## src/rtl/alu_issuer_if.sv

```systemverilog
// Handshake and ALU-side bundle for alu_issuer: request in, registered operands out,
// ALU result/flags back, tagged response out.
interface alu_issuer_if #(
    parameter int NUMBITS = 16,
    parameter int TAGW    = 4
);
    logic               req_valid;
    logic               req_ready;
    logic [2:0]         req_opcode;
    logic [NUMBITS-1:0] req_a;
    logic [NUMBITS-1:0] req_b;
    logic [TAGW-1:0]    req_tag;

    logic [NUMBITS-1:0] alu_a;
    logic [NUMBITS-1:0] alu_b;
    logic [2:0]         alu_opcode;
    logic [NUMBITS-1:0] alu_result;
    logic               alu_carryout;
    logic               alu_overflow;
    logic               alu_zero;

    logic               rsp_valid;
    logic               rsp_ready;
    logic [NUMBITS-1:0] rsp_result;
    logic [2:0]         rsp_flags;
    logic [TAGW-1:0]    rsp_tag;

    modport slave (
        input  req_valid, req_opcode, req_a, req_b, req_tag,
        output req_ready,
        output alu_a, alu_b, alu_opcode,
        input  alu_result, alu_carryout, alu_overflow, alu_zero,
        output rsp_valid, rsp_result, rsp_flags, rsp_tag,
        input  rsp_ready
    );

    modport master (
        output req_valid, req_opcode, req_a, req_b, req_tag,
        input  req_ready,
        input  alu_a, alu_b, alu_opcode,
        output alu_result, alu_carryout, alu_overflow, alu_zero,
        input  rsp_valid, rsp_result, rsp_flags, rsp_tag,
        output rsp_ready
    );
endinterface

```

## src/rtl/alu_issuer.sv

```systemverilog
// One-in-flight sequencer for the registered ALU with a tagged response FIFO.
// Optional zero-flag consistency checker enabled by ALU_ISSUER_CHECK_EN.
module alu_issuer #(
    parameter int NUMBITS = 16,
    parameter int DEPTH   = 4,
    parameter int TAGW    = 4
) (
    input  logic       clk,
    input  logic       reset,
    alu_issuer_if.slave bus,
    output logic       chk_err
);
    localparam int PW = $clog2(DEPTH);
    localparam int CW = PW + 1;

    localparam logic [1:0] IDLE = 2'd0;
    localparam logic [1:0] EXEC = 2'd1;
    localparam logic [1:0] CAPT = 2'd2;

    typedef struct packed {
        logic [NUMBITS-1:0] result;
        logic [2:0]         flags;
        logic [TAGW-1:0]    tag;
    } rsp_t;

    logic [1:0]      state;
    logic [TAGW-1:0] tag_q;
    logic [PW-1:0]   wr_ptr, rd_ptr;
    logic [CW-1:0]   count;
    rsp_t            mem [DEPTH];
    rsp_t            head;
    logic            req_fire, push, pop;

    // Admission reserves the FIFO slot that CAPT will fill two cycles later.
    assign bus.req_ready = reset && (state == IDLE) && (count < CW'(DEPTH));
    assign req_fire      = bus.req_valid && bus.req_ready;
    assign push          = (state == CAPT);
    assign pop           = bus.rsp_valid && bus.rsp_ready;

    assign head           = mem[rd_ptr];
    assign bus.rsp_valid  = (count != '0);
    assign bus.rsp_result = head.result;
    assign bus.rsp_flags  = head.flags;
    assign bus.rsp_tag    = head.tag;

    always_ff @(posedge clk or negedge reset) begin
        if (!reset) begin
            state          <= IDLE;
            bus.alu_a      <= '0;
            bus.alu_b      <= '0;
            bus.alu_opcode <= '0;
            tag_q          <= '0;
        end else begin
            case (state)
                IDLE: if (req_fire) begin
                    bus.alu_a      <= bus.req_a;
                    bus.alu_b      <= bus.req_b;
                    bus.alu_opcode <= bus.req_opcode;
                    tag_q          <= bus.req_tag;
                    state          <= EXEC;
                end
                EXEC:    state <= CAPT;
                CAPT:    state <= IDLE;
                default: state <= IDLE;
            endcase
        end
    end

    always_ff @(posedge clk or negedge reset) begin
        if (!reset) begin
            wr_ptr <= '0;
            rd_ptr <= '0;
            count  <= '0;
            for (int i = 0; i < DEPTH; i++) mem[i] <= '0;
        end else begin
            if (push) begin
                mem[wr_ptr] <= '{result: bus.alu_result,
                                 flags:  {bus.alu_carryout, bus.alu_overflow, bus.alu_zero},
                                 tag:    tag_q};
                wr_ptr      <= wr_ptr + PW'(1);
            end
            if (pop) rd_ptr <= rd_ptr + PW'(1);
            case ({push, pop})
                2'b10:   count <= count + CW'(1);
                2'b01:   count <= count - CW'(1);
                default: count <= count;
            endcase
        end
    end

`ifdef ALU_ISSUER_CHECK_EN
    always_ff @(posedge clk or negedge reset) begin
        if (!reset)
            chk_err <= 1'b0;
        else if (push && (bus.alu_zero != (bus.alu_result == '0)))
            chk_err <= 1'b1;
    end
`else
    assign chk_err = 1'b0;
`endif
endmodule

```

## src/flat_wrapper.sv

```systemverilog
// flat-port wrapper written by rule: the top's interface ports become plain ports
module alu_issuer_flat 
#(
    parameter int NUMBITS = 16,
    parameter int DEPTH   = 4,
    parameter int TAGW    = 4
)
  (clk, reset, chk_err, bus_req_valid, bus_req_opcode, bus_req_a, bus_req_b, bus_req_tag, bus_req_ready, bus_alu_a, bus_alu_b, bus_alu_opcode, bus_alu_result, bus_alu_carryout, bus_alu_overflow, bus_alu_zero, bus_rsp_valid, bus_rsp_result, bus_rsp_flags, bus_rsp_tag, bus_rsp_ready);
  alu_issuer_if #(.NUMBITS(NUMBITS), .TAGW(TAGW)) bus_i ();
  input  logic clk;
  input  logic reset;
  output logic chk_err;
  input wire logic [$bits(bus_i.req_valid)-1:0] bus_req_valid;
  input wire logic [$bits(bus_i.req_opcode)-1:0] bus_req_opcode;
  input wire logic [$bits(bus_i.req_a)-1:0] bus_req_a;
  input wire logic [$bits(bus_i.req_b)-1:0] bus_req_b;
  input wire logic [$bits(bus_i.req_tag)-1:0] bus_req_tag;
  output wire logic [$bits(bus_i.req_ready)-1:0] bus_req_ready;
  output wire logic [$bits(bus_i.alu_a)-1:0] bus_alu_a;
  output wire logic [$bits(bus_i.alu_b)-1:0] bus_alu_b;
  output wire logic [$bits(bus_i.alu_opcode)-1:0] bus_alu_opcode;
  input wire logic [$bits(bus_i.alu_result)-1:0] bus_alu_result;
  input wire logic [$bits(bus_i.alu_carryout)-1:0] bus_alu_carryout;
  input wire logic [$bits(bus_i.alu_overflow)-1:0] bus_alu_overflow;
  input wire logic [$bits(bus_i.alu_zero)-1:0] bus_alu_zero;
  output wire logic [$bits(bus_i.rsp_valid)-1:0] bus_rsp_valid;
  output wire logic [$bits(bus_i.rsp_result)-1:0] bus_rsp_result;
  output wire logic [$bits(bus_i.rsp_flags)-1:0] bus_rsp_flags;
  output wire logic [$bits(bus_i.rsp_tag)-1:0] bus_rsp_tag;
  input wire logic [$bits(bus_i.rsp_ready)-1:0] bus_rsp_ready;
  assign bus_i.req_valid = bus_req_valid;
  assign bus_i.req_opcode = bus_req_opcode;
  assign bus_i.req_a = bus_req_a;
  assign bus_i.req_b = bus_req_b;
  assign bus_i.req_tag = bus_req_tag;
  assign bus_req_ready = bus_i.req_ready;
  assign bus_alu_a = bus_i.alu_a;
  assign bus_alu_b = bus_i.alu_b;
  assign bus_alu_opcode = bus_i.alu_opcode;
  assign bus_i.alu_result = bus_alu_result;
  assign bus_i.alu_carryout = bus_alu_carryout;
  assign bus_i.alu_overflow = bus_alu_overflow;
  assign bus_i.alu_zero = bus_alu_zero;
  assign bus_rsp_valid = bus_i.rsp_valid;
  assign bus_rsp_result = bus_i.rsp_result;
  assign bus_rsp_flags = bus_i.rsp_flags;
  assign bus_rsp_tag = bus_i.rsp_tag;
  assign bus_i.rsp_ready = bus_rsp_ready;
  alu_issuer #(.NUMBITS(NUMBITS), .DEPTH(DEPTH), .TAGW(TAGW)) u_core (.clk(clk), .reset(reset), .bus(bus_i), .chk_err(chk_err));
endmodule
```

## config.mk

```make
export PLATFORM = sky130hd
export DESIGN_NAME = alu_issuer_flat
export DESIGN_NICKNAME = d
export VERILOG_FILES = /design/src/rtl/alu_issuer_if.sv /design/src/rtl/alu_issuer.sv /design/src/flat_wrapper.sv
export SDC_FILE = /design/constraint.sdc
export NUM_CORES = 1
export LEC_CHECK = 0
export CORE_ASPECT_RATIO = 0.8
export CORE_MARGIN = 2
export CORE_UTILIZATION = 32
export DETAILED_ROUTE_END_ITERATION = 16
export PLACE_DENSITY = 0.63
export SYNTH_ARGS = -nofsm -noshare
export SYNTH_HDL_FRONTEND = slang
export SYNTH_SLANG_ARGS = --single-unit
```

## constraint.sdc

```tcl
create_clock -name clk -period 3.5 [get_ports clk]
set_input_delay 0.35 -clock clk [delete_from_list [all_inputs] [get_ports clk]]
set_output_delay 0.35 -clock clk [all_outputs]
set_load 0.02 [all_outputs]
```

==> results of run 1 <==
-- power by group through the flow --
stage / sequential [mW] / clock (mW) / combinational [mW]
after floorplan: 3.04 / 0 / 2.37
after global placement: 3.07 / 0 / 3.71
after detailed placement: 3.07 / 0 / 3.78
after CTS: 3.09 / 1.89 / 3.79
after global routing: 3.19 / 1.96 / 3.95
final: 3.07 / 1.84 / 3.73
-- state kept, by name (all words and copies together), names as in the netlist --
register,count
u_core.mem,92
u_core.rd_ptr,2
u_core.bus.alu_b,16
u_core.state,2
u_core.bus.alu_opcode,3
u_core.bus.alu_a,16
u_core.wr_ptr,2
u_core.count,3
u_core.tag_q,4
-- worst max-delay path: stages, from the launching register on --
cell	delay [ns]
dfrtp_2	0.95
mux4_2	0.64
clkdlybuf4s50_1	0.56
-- routing by layer --
metal  vias up  GRT usage (%)  part of all wire (%)
met5         -              0                     0
met4         0           3.28                  0.67
met3         8           7.01                   9.1
met2       114           19.7                    44
met1      1742           18.2                    47
li1       1508              -                     -
-- layout make-up --
class	count	share of cell area (%)
clock buffer	25	5.88
multi-input combinational	182	32.1
tap	264	3.92
timing repair buffer	126	14.9
sequential	140	41.6
inverter	7	0.312
antenna	1	0.0297
clock inverter	6	1.29
-- synth_stat cells (all sizes together) (2+ instances only) --
cell type / n / area (um^2)
dfrtp: 140 / 3500
mux2: 131 / 1920
mux4: 23 / 518
buf: 19 / 178
inv: 7 / 26.3
nand2: 7 / 58.8
ha: 5 / 62.6
xnor2: 3 / 26.3
xor2: 3 / 26.3
nor2b: 2 / 12.5
-- kinds of logic after synthesis --
group	count (synthesis)
AND/OR/NAND/NOR	12
buffers and inverters	27
adder cells (fa/ha/maj)	6
flip-flops	140
other	1
AO/OA/AOI/OAI	2
multiplexers	155
XOR/XNOR	6
-- through the flow --
stage                     util [%]  instances  power [mW]
after floorplan                  -        349        5.42
after global placement        39.6        718        6.78
after detailed placement      39.6        718        6.85
after CTS                     42.7        750        8.76
after global routing          42.7        750        9.10
final                         42.7        751        8.64
-- path summary, 6_finish.rpt --
path | end | depth (start not counted) | slack, ns | start
hold reg to reg | u_core.mem[8] | 1 | 0.50 | u_core.mem[8]
hold / removal | u_core.mem[16] | 2 | 0.47 | reset
max in group asynchronous | u_core.rd_ptr[0] | 3 | 1.50 | reset
min in group clk | u_core.mem[8] | 1 | 0.50 | u_core.mem[8]
setup reg to reg | u_core.count[2] | 8 | 1.13 | u_core.state[1]
setup / recovery | bus_rsp_result[0] | 2 | 0.59 | u_core.rd_ptr[0]
-- repair_timing --
item | in CTS | in global routing
hold endpoints to repair | 61 | 0
hold buffers | 1 | 0
endpoints found under the setup margin | 0 | 0
==> impl_metrics.env, run 1 <==
export IMPL_power_leakage_nw=3.97
export IMPL_synth_compound_area_share_pct=0.214
export IMPL_seqCellArea_um2=3500
export IMPL_antenna_left=0
export IMPL_io_buffers=121
export IMPL_synthMuxAreaShare_pct=38.2
export IMPL_cts_tree="yes"
export IMPL_synth_seq_cells=140
export IMPL_clock_sinks=140
export IMPL_synth_nets=417
export IMPL_p_per_area_nw_per_um2=1030
export IMPL_yosys_area_share_xor_xnor_pct=0.819
export IMPL_p_int_mw=5.99
export IMPL_initial_core_util_pct=32.5
export IMPL_hold_viol_final=0
export IMPL_grt_overflow_total=0
export IMPL_hp_class="input pin to async pin"
export IMPL_drv_cap=0
export IMPL_setup_total_negative_slack_ns=0
export IMPL_arrival_ns=2.56
export IMPL_fp_dieArea_um2=21200
export IMPL_synth_adder_area_share_pct=1.29
export IMPL_vias_per_cell=4.49
export IMPL_wire_per_inst_um=18.0
export IMPL_fin_area_um2=8430
export IMPL_ir_worst_vdd_uv=459
export IMPL_htree_levels=4
export IMPL_multi_input_area_um2=2710
export IMPL_cp_end_kind="output port"
export IMPL_dp_slack_ns=0.947
export IMPL_hold_slack_ns=0.470
export IMPL_ys_types=24
export IMPL_setup_ws_ns=0.591
export IMPL_worstMarginPinSlew_ns=1.03
export IMPL_post_cts_buffers=0
export IMPL_drcViolationCount=0
export IMPL_drive_gt1_share_pct=39.7
export IMPL_hpwl_um=8810
export IMPL_netlist_instances=349
export IMPL_boundaryPins=123
export IMPL_syn_area_um2=6420
export IMPL_grt_total_usage_pct=13.6
export IMPL_root_buffer="clkbuf_16"
export IMPL_setup_viol=0
export IMPL_rsz0062_at_grt="no"
export IMPL_swShare_pct=30.7
export IMPL_synthSimpleGateAreaFrac_pct=1.64
export IMPL_slew_headroom_pct=31.1
export IMPL_critPathMaxFanout=25
export IMPL_path_class="flop to output port"
export IMPL_switching_power_mw=2.65
export IMPL_fin_crit_ns=2.91
export IMPL_grt_max_degree=80
export IMPL_fillers=1779
export IMPL_seq_power_share_pct=35.5
export IMPL_p_comb_share_pct=43.2
export IMPL_yosysWarningCount=0
export IMPL_required_ns=3.15
export IMPL_ys_flop_type="dfrtp_1"
export IMPL_clkPwrFrac_pct=21.3
export IMPL_synth_edf_count=0
export IMPL_layout_common_cells="dfrtp_1 (139), clkdlybuf4s50_1 (120), mux2_4 (119)"
export IMPL_final_common_cell="dfrtp_1"
export IMPL_cts_buffers=17
export IMPL_final_nets=542
export IMPL_min_period_over_period_pct=83.1
export IMPL_drt_pass1_iterations=4
export IMPL_fin_skew_ns=0.00937
export IMPL_core_um2=19700
export IMPL_row_count=46
export IMPL_place_gp_congestion=0.709
export IMPL_grt_pass1_wl_um=21700
export IMPL_grt_pass1_vias=3885
export IMPL_max_freq_mhz=344
export IMPL_cts_repair_resized=0
export IMPL_clk_pin_slew_ns=0.06
export IMPL_drtIter0Drc=120
export IMPL_die_w_um=162
export IMPL_async_flop_share_pct=100
export IMPL_drv_slew=0
export IMPL_synth_top_family_by_area="multiplexers"
export IMPL_syn_to_final_growth_pct=31.3
export IMPL_avgSynthCellArea_um2=18.4
export IMPL_vias=3372
export IMPL_grt_antenna_before_repair=1
export IMPL_fp_dieH_um=131
export IMPL_cp_start_kind="flop"
export IMPL_seq_area_frac_synth_pct=54.6
export IMPL_placed_area_um2=7810
export IMPL_routed_wl_um=13500
export IMPL_clockBufferDepth=2
export IMPL_worstSkewPairLatency_ns=0.41
export IMPL_run_status="finished clean"
Note: power is estimated with default switching activity, not from simulation.
==> run 2: changes to the inputs <==
clock period = 3 ns   (was 3.5 ns; I/O delays follow)
==> run 2 against run 1 <==
Hold slack worse by 0.39 ns. Sequential power is 14% higher. Final cell count is 0.13% higher. First-iteration DRC count is 20% higher. Count of clock-buffer cells in the layout is 7 lower. Register-to-register slack worse by 0.04 ns. Highest routed layer unchanged. Wire length is 2.0% lower. Largest cell class unchanged. Critical path depth is 1 higher.
==> impl_metrics.env, run 2 (synthesized netlist as in run 1, its figures left out) <==
export IMPL_fin_skew_ns=0.0104
export IMPL_place_gp_congestion=0.742
export IMPL_routed_wl_um=13300
export IMPL_p_per_area_nw_per_um2=1200
export IMPL_vias=3362
export IMPL_layout_common_cells="dfrtp_1 (139), clkdlybuf4s50_1 (120), mux2_4 (119)"
export IMPL_cp_end_kind="output port"
export IMPL_fp_dieH_um=131
export IMPL_grt_overflow_total=0
export IMPL_root_buffer="clkbuf_16"
export IMPL_io_buffers=121
export IMPL_num_antenna_cells=0
export IMPL_max_freq_mhz=383
export IMPL_drt_pass1_iterations=3
export IMPL_core_um2=19700
export IMPL_drv_slew=0
export IMPL_multi_input_area_um2=2710
export IMPL_grt_antenna_before_repair=0
export IMPL_clockBufferDepth=2
export IMPL_dp_cells=720
export IMPL_vias_per_cell=4.47
export IMPL_crit_slowest_cell="dfrtp_2"
export IMPL_max_stage_delay_ns=0.57
export IMPL_fin_crit_ns=2.61
export IMPL_hold_buffers=0
export IMPL_slew_headroom_pct=31.7
export IMPL_cp_start_kind="flop"
export IMPL_post_cts_buffers=0
export IMPL_crit_chain="buf_12 > mux4_2 > clkdlybuf4s50_1"
export IMPL_worstSkewPairLatency_ns=0.41
export IMPL_grt_max_degree=81
export IMPL_worstMarginPinSlew_ns=1.02
export IMPL_cts_buffers=17
export IMPL_run_status="finished clean"
export IMPL_drtIter0Drc=144
export IMPL_hold_viol_final=0
export IMPL_dp_slack_ns=0.786
export IMPL_top_regs="u_core.mem x92, u_core.bus.alu_a x16, u_core.bus.alu_b x16"
export IMPL_required_ns=2.70
export IMPL_setup_ws_ns=0.388
export IMPL_drcViolationCount=0
export IMPL_grt_pass1_wl_um=21400
export IMPL_cp_top_family="buffers and inverters"
export IMPL_cts_repair_resized=0
export IMPL_htree_levels=4
export IMPL_initial_core_util_pct=32.5
export IMPL_row_count=46
export IMPL_syn_to_final_growth_pct=32.2
export IMPL_antenna_left=0
export IMPL_ir_worst_vdd_uv=613
export IMPL_arrival_ns=2.31
export IMPL_crit_buf_inv=2
export IMPL_top_register="u_core.mem"
export IMPL_boundaryPins=123
export IMPL_cts_tree="yes"
export IMPL_wire_per_inst_um=17.6
export IMPL_grt_total_usage_pct=13.4
export IMPL_hp_class="input pin to async pin"
export IMPL_rsz0062_at_grt="no"
export IMPL_setup_viol=0
export IMPL_final_nets=543
export IMPL_drive_gt1_share_pct=40.8
export IMPL_clk_pin_slew_ns=0.06
export IMPL_min_period_over_period_pct=87.1
export IMPL_grt_pass1_vias=3819
export IMPL_setup_total_negative_slack_ns=0
export IMPL_fin_cells=752
export IMPL_fillers=1730
export IMPL_fp_dieArea_um2=21200
export IMPL_drv_cap=0
export IMPL_critPathMaxFanout=16
export IMPL_seqCellArea_um2=3500
export IMPL_path_class="flop to output port"
export IMPL_final_common_cell="dfrtp_1"
export IMPL_hpwl_um=8610
export IMPL_power_leakage_nw=4.00
export IMPL_die_w_um=162
export IMPL_clock_sinks=140
export IMPL_largest_reg_flops=92
-- run 2: through the flow --
| stage | cell area (um^2) | power, mW | hold WS [ns] | utilization [%] |
|---|---|---|---|---|
| global route | 8480 | 10.7 | 0.120 | 43.0 |
| detailed placement | 7860 | 8.03 | 0.489 | 39.8 |
| CTS | 8480 | 10.3 | 0.0874 | 43.0 |
| floorplan | 6420 | 6.32 | 0.00441 | - |
| finish | 8480 | 10.2 | 0.0755 | 43.0 |
| global placement | 7860 | 7.96 | 0.486 | 39.8 |
-- run 2: final cells by class --
cell class / count / share of cell area, %
multi-input cells: 182 / 31.9
clock buffers: 18 / 5.06
inverters: 7 / 0.310
flip-flops and latches: 140 / 41.3
clock inverters: 14 / 2.26
repair buffers: 127 / 15.3
well taps: 264 / 3.89
-- run 2: report_power, final --
group          total [mW]  internal, mW  switching, mW
registers            3.50          2.84          0.658
clock network        2.21          1.39          0.814
logic                4.49          2.80           1.68
total                10.2          7.04           3.16
-- run 2: layer usage --
metal	vias to the layer above	GRT usage (%)	share of wire, %
met5	-	0	0
met4	0	3.28	0.86
met3	8	6.41	8.4
met2	112	19.6	43
met1	1728	18.0	48
li1	1514	-	-
-- run 2: path summary, 6_finish.rpt --
path                             startpoint           endpoint  slack, ns  cells after the start
min in group clk             bus_req_tag[1]    u_core.tag_q[1]       0.50                      2
max                        u_core.rd_ptr[0]  bus_rsp_result[2]       0.39                      3
min                                   reset     u_core.mem[55]       0.08                      2
max in group asynchronous             reset   u_core.rd_ptr[0]       2.15                      2
min reg2reg                   u_core.mem[8]      u_core.mem[8]       0.50                      1
max reg2reg                 u_core.state[1]    u_core.count[2]       1.09                      9
-- run 2: worst reg2reg max path: stages, from the launching register on --
cell,delay [ns]
dfrtp_1,0.41
nor2b_1,0.14
buf_4,0.18
inv_1,0.07
ha_1,0.17
inv_1,0.06
fa_1,0.38
xor2_1,0.15
nor2_1,0.12
xor2_1,0.15
